## src/rtl/phase_sequencer.sv

```systemverilog
// -----------------------------------------------------------------------------
// phase_sequencer
//
// Steps an instruction through NUM_PHASES phases (0 .. NUM_PHASES-1) and counts
// how many instructions have completed. A two-state FSM (IDLE / RUN) tracks
// whether the sequencer is running. Every output comes straight from a flop.
//
// Parameters
//   NUM_PHASES  number of instruction phases (2..16)
//   IDX_W       phase index width, 2**IDX_W >= NUM_PHASES
//
// Ports
//   clk          system clock; all state changes on the rising edge
//   rst_n        asynchronous active-low reset; forces IDLE at once
//   en           run enable; low sends the FSM to IDLE on the next edge
//   stall        hold the current phase
//   early_end    end the instruction after the current phase
//   ext_phase    (WAIT_STATES_EN only) phase that gets extra wait cycles
//   ext_cycles   (WAIT_STATES_EN only) extra cycles latched on entry
//   phase_oh     one-hot active phase, zero in IDLE
//   phase_idx    binary active phase, zero in IDLE
//   cycle_start  high only in the first cycle of phase 0
//   instr_cnt    completed instruction count, wraps at 16'hFFFF
//
// Optional feature: define WAIT_STATES_EN to add the wait-state counter and
// its two input ports. With it undefined every phase lasts exactly one cycle
// unless stalled.
// -----------------------------------------------------------------------------
module phase_sequencer #(
  parameter int NUM_PHASES = 4,
  parameter int IDX_W      = 2
) (
  input  logic                  clk,
  input  logic                  rst_n,
  input  logic                  en,
  input  logic                  stall,
  input  logic                  early_end,
`ifdef WAIT_STATES_EN
  input  logic [IDX_W-1:0]      ext_phase,
  input  logic [3:0]            ext_cycles,
`endif
  output logic [NUM_PHASES-1:0] phase_oh,
  output logic [IDX_W-1:0]      phase_idx,
  output logic                  cycle_start,
  output logic [15:0]           instr_cnt
);

  typedef enum logic {
    ST_IDLE = 1'b0,
    ST_RUN  = 1'b1
  } state_e;

  localparam logic [IDX_W-1:0] LAST_PHASE = IDX_W'(NUM_PHASES - 1);

  state_e                  state_q, state_d;
  logic [IDX_W-1:0]        phase_q, phase_d;
  logic [NUM_PHASES-1:0]   phase_oh_q, phase_oh_d;
  logic                    cycle_start_q, cycle_start_d;
  logic [15:0]             instr_cnt_q, instr_cnt_d;

  // advance: a new phase is entered on this edge (phase_d names it).
  // complete: this edge finishes an instruction (wrap or early end).
  logic                    advance;
  logic                    complete;
  logic                    wait_pending;

`ifdef WAIT_STATES_EN
  logic [3:0]              wait_q, wait_d;
  assign wait_pending = (wait_q != 4'd0);
`else
  assign wait_pending = 1'b0;
`endif

  // ---------------------------------------------------------------------------
  // State register (FSM state, phase and all registered outputs)
  // ---------------------------------------------------------------------------
  // NOTE: sequential state uses non-blocking assignments so every flop samples
  // the pre-edge value of every other flop, independent of statement order.
  always_ff @(posedge clk or negedge rst_n) begin
    if (!rst_n) begin
      state_q       <= ST_IDLE;
      phase_q       <= '0;
      phase_oh_q    <= '0;
      cycle_start_q <= 1'b0;
      instr_cnt_q   <= 16'd0;
`ifdef WAIT_STATES_EN
      wait_q        <= 4'd0;
`endif
    end else begin
      state_q       <= state_d;
      phase_q       <= phase_d;
      phase_oh_q    <= phase_oh_d;
      cycle_start_q <= cycle_start_d;
      instr_cnt_q   <= instr_cnt_d;
`ifdef WAIT_STATES_EN
      wait_q        <= wait_d;
`endif
    end
  end

  // ---------------------------------------------------------------------------
  // Next-state logic: priority en=0, stall, wait state, end of instruction,
  // plain advance.
  // ---------------------------------------------------------------------------
  // NOTE: every signal written here gets a default first, so no path through
  // the block leaves one unassigned and no latch is inferred.
  always_comb begin
    state_d  = state_q;
    phase_d  = phase_q;
    advance  = 1'b0;
    complete = 1'b0;
    case (state_q)
      ST_IDLE: begin
        // stall and early_end have no meaning until the first phase runs
        if (en) begin
          state_d = ST_RUN;
          phase_d = '0;
          advance = 1'b1;
        end
      end
      default: begin
        if (!en) begin
          state_d = ST_IDLE;
          phase_d = '0;
        end else if (stall || wait_pending) begin
          phase_d = phase_q;
        end else if (early_end || (phase_q == LAST_PHASE)) begin
          // early_end in the last phase is the same single completion
          phase_d  = '0;
          advance  = 1'b1;
          complete = 1'b1;
        end else begin
          phase_d = phase_q + IDX_W'(1);
          advance = 1'b1;
        end
      end
    endcase
  end

  // ---------------------------------------------------------------------------
  // Output logic: next values of the registered outputs
  // ---------------------------------------------------------------------------
  always_comb begin
    phase_oh_d = '0;
    if (state_d == ST_RUN) begin
      phase_oh_d = NUM_PHASES'(1) << phase_d;
    end
    // Only a real entry into phase 0 starts an instruction; a held phase 0
    // keeps cycle_start low.
    cycle_start_d = advance && (phase_d == '0);
    instr_cnt_d   = instr_cnt_q + (complete ? 16'd1 : 16'd0);
`ifdef WAIT_STATES_EN
    if (state_d != ST_RUN) begin
      wait_d = 4'd0;
    end else if (advance) begin
      wait_d = (phase_d == ext_phase) ? ext_cycles : 4'd0;
    end else if (!stall && wait_pending) begin
      wait_d = wait_q - 4'd1;
    end else begin
      wait_d = wait_q;
    end
`endif
  end

  assign phase_oh    = phase_oh_q;
  assign phase_idx   = phase_q;
  assign cycle_start = cycle_start_q;
  assign instr_cnt   = instr_cnt_q;

endmodule
```

## config.mk

```make
export PLATFORM = sky130hd
export DESIGN_NAME = phase_sequencer
export DESIGN_NICKNAME = d
export VERILOG_FILES = /design/src/rtl/phase_sequencer.sv
export SDC_FILE = /design/constraint.sdc
export NUM_CORES = 1
export LEC_CHECK = 0
export CORE_UTILIZATION = 47
export CTS_CLUSTER_SIZE = 16
export DETAILED_ROUTE_END_ITERATION = 10
export PLACE_DENSITY = 0.78
export SYNTH_ARGS = -nofsm -noshare
export SYNTH_HDL_FRONTEND = slang
export SYNTH_SLANG_ARGS = --single-unit
```

## constraint.sdc

```tcl
create_clock -name clk -period 2.5 [get_ports clk]
set_input_delay 0.5 -clock clk [delete_from_list [all_inputs] [get_ports clk]]
set_output_delay 0.5 -clock clk [all_outputs]
set_load 0.02 [all_outputs]
```

==> results of run 1 <==
## layer usage
layer / up-vias / GRT usage / part of all wire
li1: 391 / - / -
met1: 391 / 0.215 / 0.43
met2: 23 / 0.338 / 0.52
met3: 4 / 0.0309 / 0.038
met4: 0 / 0.0905 / 0.014
met5: - / 0 / 0
## final cells by class
cell class / count / area share
inverters: 3 / 0.00792
well taps: 27 / 0.0237
repair buffers: 30 / 0.206
multi-input cells: 64 / 0.315
flip-flops and latches: 24 / 0.422
clock buffers: 4 / 0.0255
## power groups by stage
| stage | clock network (W) | logic (W) | registers (W) |
|---|---|---|---|
| 4_1_cts | 0.000201 | 0.000163 | 0.000471 |
| 3_5_place_dp | 0 | 0.000163 | 0.000479 |
| 3_3_place_gp | 0 | 0.000162 | 0.000476 |
| 6_report | 0.000196 | 0.000161 | 0.000471 |
| 2_1_floorplan | 0 | 0.0000285 | 0.000512 |
| 5_1_grt | 0.000217 | 0.000171 | 0.000477 |
## cell families (layout without fill, tap and decap cells)
kind of cell             Yosys count  in the layout  synth area share
AO/OA/AOI/OAI                      6              6            0.0401
XOR/XNOR                          14             14             0.116
adder cells (fa/ha/maj)            4              4            0.0472
buffers and inverters              3             37            0.0106
flip-flops                        24             24             0.567
AND/OR/NAND/NOR                   40             40             0.220
## sequential cells by signal, indices dropped and copies added (netlist names)
| register | count |
|---|---|
| phase_idx | 2 |
| state_q | 1 |
| cycle_start | 1 |
| instr_cnt | 16 |
| phase_oh | 4 |
## metrics by stage
stage,hold WS (ns),utilization,std cells,setup slack [ns]
2_1_floorplan,0.204,-,91,0.542
3_3_place_gp,0.461,0.679,148,0.164
3_5_place_dp,0.470,0.679,148,0.0628
4_1_cts,0.489,0.697,152,0.375
5_1_grt,0.504,0.697,152,0.267
6_report,0.491,0.697,152,0.390
## worst max-delay path by stage
| stage | startpoint | end | cells past startpoint |
|---|---|---|---|
| 6_report | early_end | instr_cnt[12] | 8 |
| 4_1_cts | early_end | instr_cnt[12] | 8 |
| 3_3_place_gp | early_end | instr_cnt[12] | 8 |
| 5_1_grt | early_end | instr_cnt[12] | 8 |
| 3_5_place_dp | early_end | instr_cnt[12] | 8 |
| 2_1_floorplan | phase_idx[0] | instr_cnt[12] | 8 |
## Yosys cell counts (2+ instances only)
cell type  instances
dfrtp_1           24
nand3_1            8
xor2_1            11
nor4_1             5
nand4_1            2
ha_1               4
xnor2_1            3
inv_1              3
nor3_1             4
nor2_1             5
nand2_1            9
## critical path: cells and delay by family
| family | cells | cell delay (ns) |
|---|---|---|
| adder cells (fa/ha/maj) | 2 | 0.44 |
| buffers and inverters | 2 | 0.56 |
| XOR/XNOR | 1 | 0.19 |
| AND/OR/NAND/NOR | 3 | 0.64 |
==> results.json, run 1 <==
{
  "ctsLongestPathBuffers": 2,
  "ys_types": 24,
  "grt_use_total": 0.188,
  "clock.fmax_ghz": 0.474,
  "yosys.area.top_type_share": 0.567,
  "dieArea_sq_um": 2450,
  "seq_area_sq_um": 601,
  "multi_input_area_sq_um": 448,
  "dp_hpwl_um": 1510,
  "seq_area_frac_synth": 0.567,
  "first_iter_violations": 13,
  "syn-cell-area_sq_um": 1060,
  "dieWidth_um": 49.5,
  "clock_power_share": 0.236,
  "ys_ff_latch": 24,
  "power_w": 0.000827,
  "die_h_um": 49.5,
  "rr_endpoint": "instr_cnt[12]",
  "avgSynthCellArea_sq_um": 11.6,
  "p_seq_frac": 0.569,
  "placed_cell_area_sq_um": 1390,
  "min_path_type": "reg -> reg",
  "tns_ns": 0,
  "crit_type": "in -> reg",
  "layout_commonest_cell": "clkdlybuf4s50_1",
  "syn_inst": 91,
  "reg2regPathDepth": 8,
  "place.gp.congestion": 0.815,
  "min_path_cells": 1,
  "cts.clk_slew.worst_paths_ns": 0.12,
  "route.vias.total": 809,
  "nFillCells": 164,
  "yosysWarnings": 0,
  "fin_crit_sh": 0.844,
  "diodes": 0,
  "gr-total-overflow": 0,
  "area_growth_pct": 34.2,
  "worstSkewPairLatency_ns": 0.30,
  "io_buffers": 27,
  "grt_setup_unrepaired": "no",
  "root_buffer": "clkbuf_4",
  "core-area_sq_um": 2040,
  "ctsResizeCount": 0,
  "report.final.slew_viol_count": 0,
  "finalSetupViolations": 0,
  "cts_tree": "built",
  "fin_crit_ns": 2.11,
  "grt_pass1_wl_um": 3410,
  "worstPathRequired_ns": 2.73,
  "cp_slowest_stage_delay_ns": 0.48,
  "p_int_w": 0.000590,
  "slew_headroom": 0.746,
  "most-common-layout-cells": "27 x clkdlybuf4s50_1, 24 x dfrtp_1, 11 x xor2_1",
  "grt_max_degree": 25,
  "ant_nets": 0,
  "powerDensity_nw_per_um2": 582,
  "cp_max_fo": 5,
  "drt_wl_total_um": 1970,
  "row_count": 16,
  "grt_pass1_vias": 770,
  "drt-pass1-iter-count": 4,
  "worstPathArrival_ns": 2.34,
  "io_pins": 28,
  "cts_hold_repair.buffers": 0,
  "combinationalPowerShare": 0.194,
  "leakagePower_nw": 0.687,
  "drive_gt1_frac": 0.0800,
  "synth_edf_count": 0,
  "min-delay-start": "instr_cnt[15]",
  "cpMaxStageDelayCell": "clkdlybuf4s50_1",
  "via_per_inst": 5.32,
  "crit_path_end_kind": "flip-flop",
  "post-synth-top-area-cell": "dfrtp_1",
  "path_common_cell": "ha_1",
  "ys_async_sr_fraction": 1.00,
  "drc_errors": 0,
  "nNetsFinal": 135,
  "sw_frac_of_total": 0.286,
  "ctsHtreeMaxLevel": 1,
  "post_drt_wl_per_cell_um": 13.0,
  "synthFlopType": "dfrtp_1",
  "cts_sinks": 24,
  "finalHoldViolCount": 0,
  "crit_chain": "clkdlybuf4s50_1 -> nor2_1 -> nor3_1 -> ha_1 -> ha_1 -> inv_1 -> nor4_1 -> xor2_1",
  "initial_core_util": 0.519,
  "worst_setup_path_start_kind": "primary input",
  "ir_worst_vdd_uv": 383,
  "switchingPower_w": 0.000237,
  "antenna_found_initial": 0,
  "worst_pin_slew_ns": 0.378,
  "rrSetupSlack_ns": 0.46,
  "final_cell_area_sq_um": 1420,
  "status": "completed",
  "cts_setup_buffers": 0,
  "synth_nets": 100,
  "numCtsBuffers": 3,
  "yosys-top-cells-area": "dfrtp_1 57%, xor2_1 9.1%, ha_1 4.7%",
  "holdPathEnd": "instr_cnt[15]",
  "fin_skew_ns": 0.00227,
  "regToRegStartpoint": "phase_idx[0]",
  "maxCapViolations": 0
}
Power figures use the tool's default switching activity.
==> run 2: changes to the inputs <==
--- a/config.mk
+++ b/config.mk
@@ -5,10 +5,10 @@
 export SDC_FILE = /design/constraint.sdc
 export NUM_CORES = 1
 export LEC_CHECK = 0
-export CORE_UTILIZATION = 47
+export CORE_UTILIZATION = 42
 export CTS_CLUSTER_SIZE = 16
 export DETAILED_ROUTE_END_ITERATION = 10
-export PLACE_DENSITY = 0.78
+export PLACE_DENSITY = 0.73
 export SYNTH_ARGS = -nofsm -noshare
 export SYNTH_HDL_FRONTEND = slang
 export SYNTH_SLANG_ARGS = --single-unit
==> constraint.sdc (replaced) <==
create_clock -name clk -period 1.9 [get_ports clk]
set_input_delay 0.38 -clock clk [delete_from_list [all_inputs] [get_ports clk]]
set_output_delay 0.38 -clock clk [all_outputs]
set_load 0.02 [all_outputs]
==> run 2 against run 1 <==
Sequential share of layout area decreased by 3.1 points. Count of clock-buffer cells in the layout stayed put. Non-clock buffer count increased by 10.
==> results.json, run 2 (same netlist as run 1, synthesis figures left out) <==
{
  "status": "completed",
  "grt_use_total": 0.193,
  "initial_core_util": 0.461,
  "die_h_um": 52.2,
  "diodes": 0,
  "io_pins": 28,
  "cts.clk_slew.worst_paths_ns": 0.13,
  "finalHoldViolCount": 0,
  "antenna_found_initial": 0,
  "leakagePower_nw": 0.741,
  "most-common-layout-cells": "27 x clkdlybuf4s50_1, 21 x dfrtp_1, 13 x buf_4",
  "finalSetupViolations": 0,
  "numCtsBuffers": 3,
  "cp_max_fo": 5,
  "worstSkewPairLatency_ns": 0.30,
  "worstPathRequired_ns": 2.14,
  "reg2regPathDepth": 8,
  "worstPathArrival_ns": 2.11,
  "nNetsFinal": 145,
  "rr_endpoint": "instr_cnt[13]",
  "cts_tree": "built",
  "largest_register_ffs": 16,
  "power_w": 0.00108,
  "dp_hpwl_um": 1740,
  "grt_pass1_wl_um": 3800,
  "report.final.slew_viol_count": 0,
  "grt_setup_unrepaired": "no",
  "ant_nets": 0,
  "fin_crit_sh": 0.981,
  "post_drt_wl_per_cell_um": 14.2,
  "crit_path_end_kind": "flip-flop",
  "ctsLongestPathBuffers": 2,
  "first_iter_violations": 4,
  "timing.hold.ws_ns": 0.423,
  "area_growth_pct": 45.8,
  "drt-pass1-iter-count": 4,
  "dieArea_sq_um": 2730,
  "io_buffers": 27,
  "final_cell_area_sq_um": 1550,
  "row_count": 17,
  "finalNonFillerCells": 163,
  "min_path_type": "in -> async",
  "rrSetupSlack_ns": 0.10,
  "via_per_inst": 5.36,
  "grt_pass1_vias": 867,
  "layout_commonest_cell": "clkdlybuf4s50_1",
  "cts_sinks": 24,
  "placed_cells": 159,
  "place.gp.congestion": 0.781,
  "placed_cell_area_sq_um": 1470,
  "ctsHtreeMaxLevel": 1,
  "powerDensity_nw_per_um2": 697,
  "crit_type": "in -> reg",
  "drc_errors": 0,
  "slew_headroom": 0.759,
  "root_buffer": "clkbuf_4",
  "clock.fmax_ghz": 0.537,
  "ir_worst_vdd_uv": 561,
  "worst_setup_path_start_kind": "primary input",
  "maxCapViolations": 0,
  "fin_crit_ns": 1.86,
  "dieWidth_um": 52.2,
  "core-area_sq_um": 2300,
  "fin_skew_ns": 0.0121,
  "route.vias.total": 873,
  "drt_wl_total_um": 2320,
  "drive_gt1_frac": 0.237,
  "worst_pin_slew_ns": 0.360,
  "gr-total-overflow": 0,
  "grt_max_degree": 25,
  "regToRegStartpoint": "phase_idx[0]"
}
-- run 2: cell count changes in the layout (fill, tap and decap cells not counted), sizes merged --
| cell | change |
|---|---|
| buf | +10 |
-- run 2: layout make-up --
type                    count  area, sq um
fillers                   185          752
inverters                   3         11.3
well taps                  28         35.0
flip-flops and latches     24          604
multi-input cells          64          500
clock buffers               4         26.3
repair buffers             40          368
-- run 2: worst max path at each step --
stage	startpoint	endpoint	slack (ns)	cells after the start
finish	en	instr_cnt[13]	0.04	8
floorplan	phase_idx[0]	instr_cnt[12]	0.02	8
global placement	early_end	instr_cnt[12]	-0.35	8
detailed placement	early_end	instr_cnt[12]	-0.37	8
CTS	phase_idx[0]	instr_cnt[12]	0.02	8
global route	en	instr_cnt[13]	0.003	8
-- run 2: through the flow --
step	setup TNS [ns]	utilization	worst slack, ns
after detailed placement	-3.19	0.638	-0.371
after global routing	0	0.673	0.00286
after floorplan	0	-	0.0163
final	0	0.673	0.0362
after global placement	-2.57	0.638	-0.348
after CTS	0	0.654	0.0164
-- run 2: metal layers --
metal  global-route usage  vias up  part of all wire  wire (um)
met2                0.355       19              0.55       1280
met4               0.0614        0            0.0056         13
li1                     -      411                 -          -
met1                0.224      441              0.41        951
met5                    0        -                 0          0
met3               0.0377        2             0.033         76
-- run 2: worst max-delay path: stages --
cell and delay [ns]:
clkdlybuf4s50_1 0.48, nand2_1 0.09, nor3_2 0.21, buf_4 0.14, ha_2 0.18, nand2_2 0.11, nor4_1 0.34, xor2_1 0.17
-- run 2: power breakdown --
group          internal [W]  switching [W]  total [W]
Sequential         0.000557      0.0000648   0.000622
Combinational      0.000118       0.000113   0.000232
Clock             0.0000817       0.000142   0.000224
-- run 2: repair_timing --
action | in CTS | in global routing
cloned | 0 | 0
hold buffers | 0 | 0
setup buffers | 0 | 0
pin swaps | 0 | 5
resized for setup | 2 | 10
endpoints found under the setup margin | 2 | 10
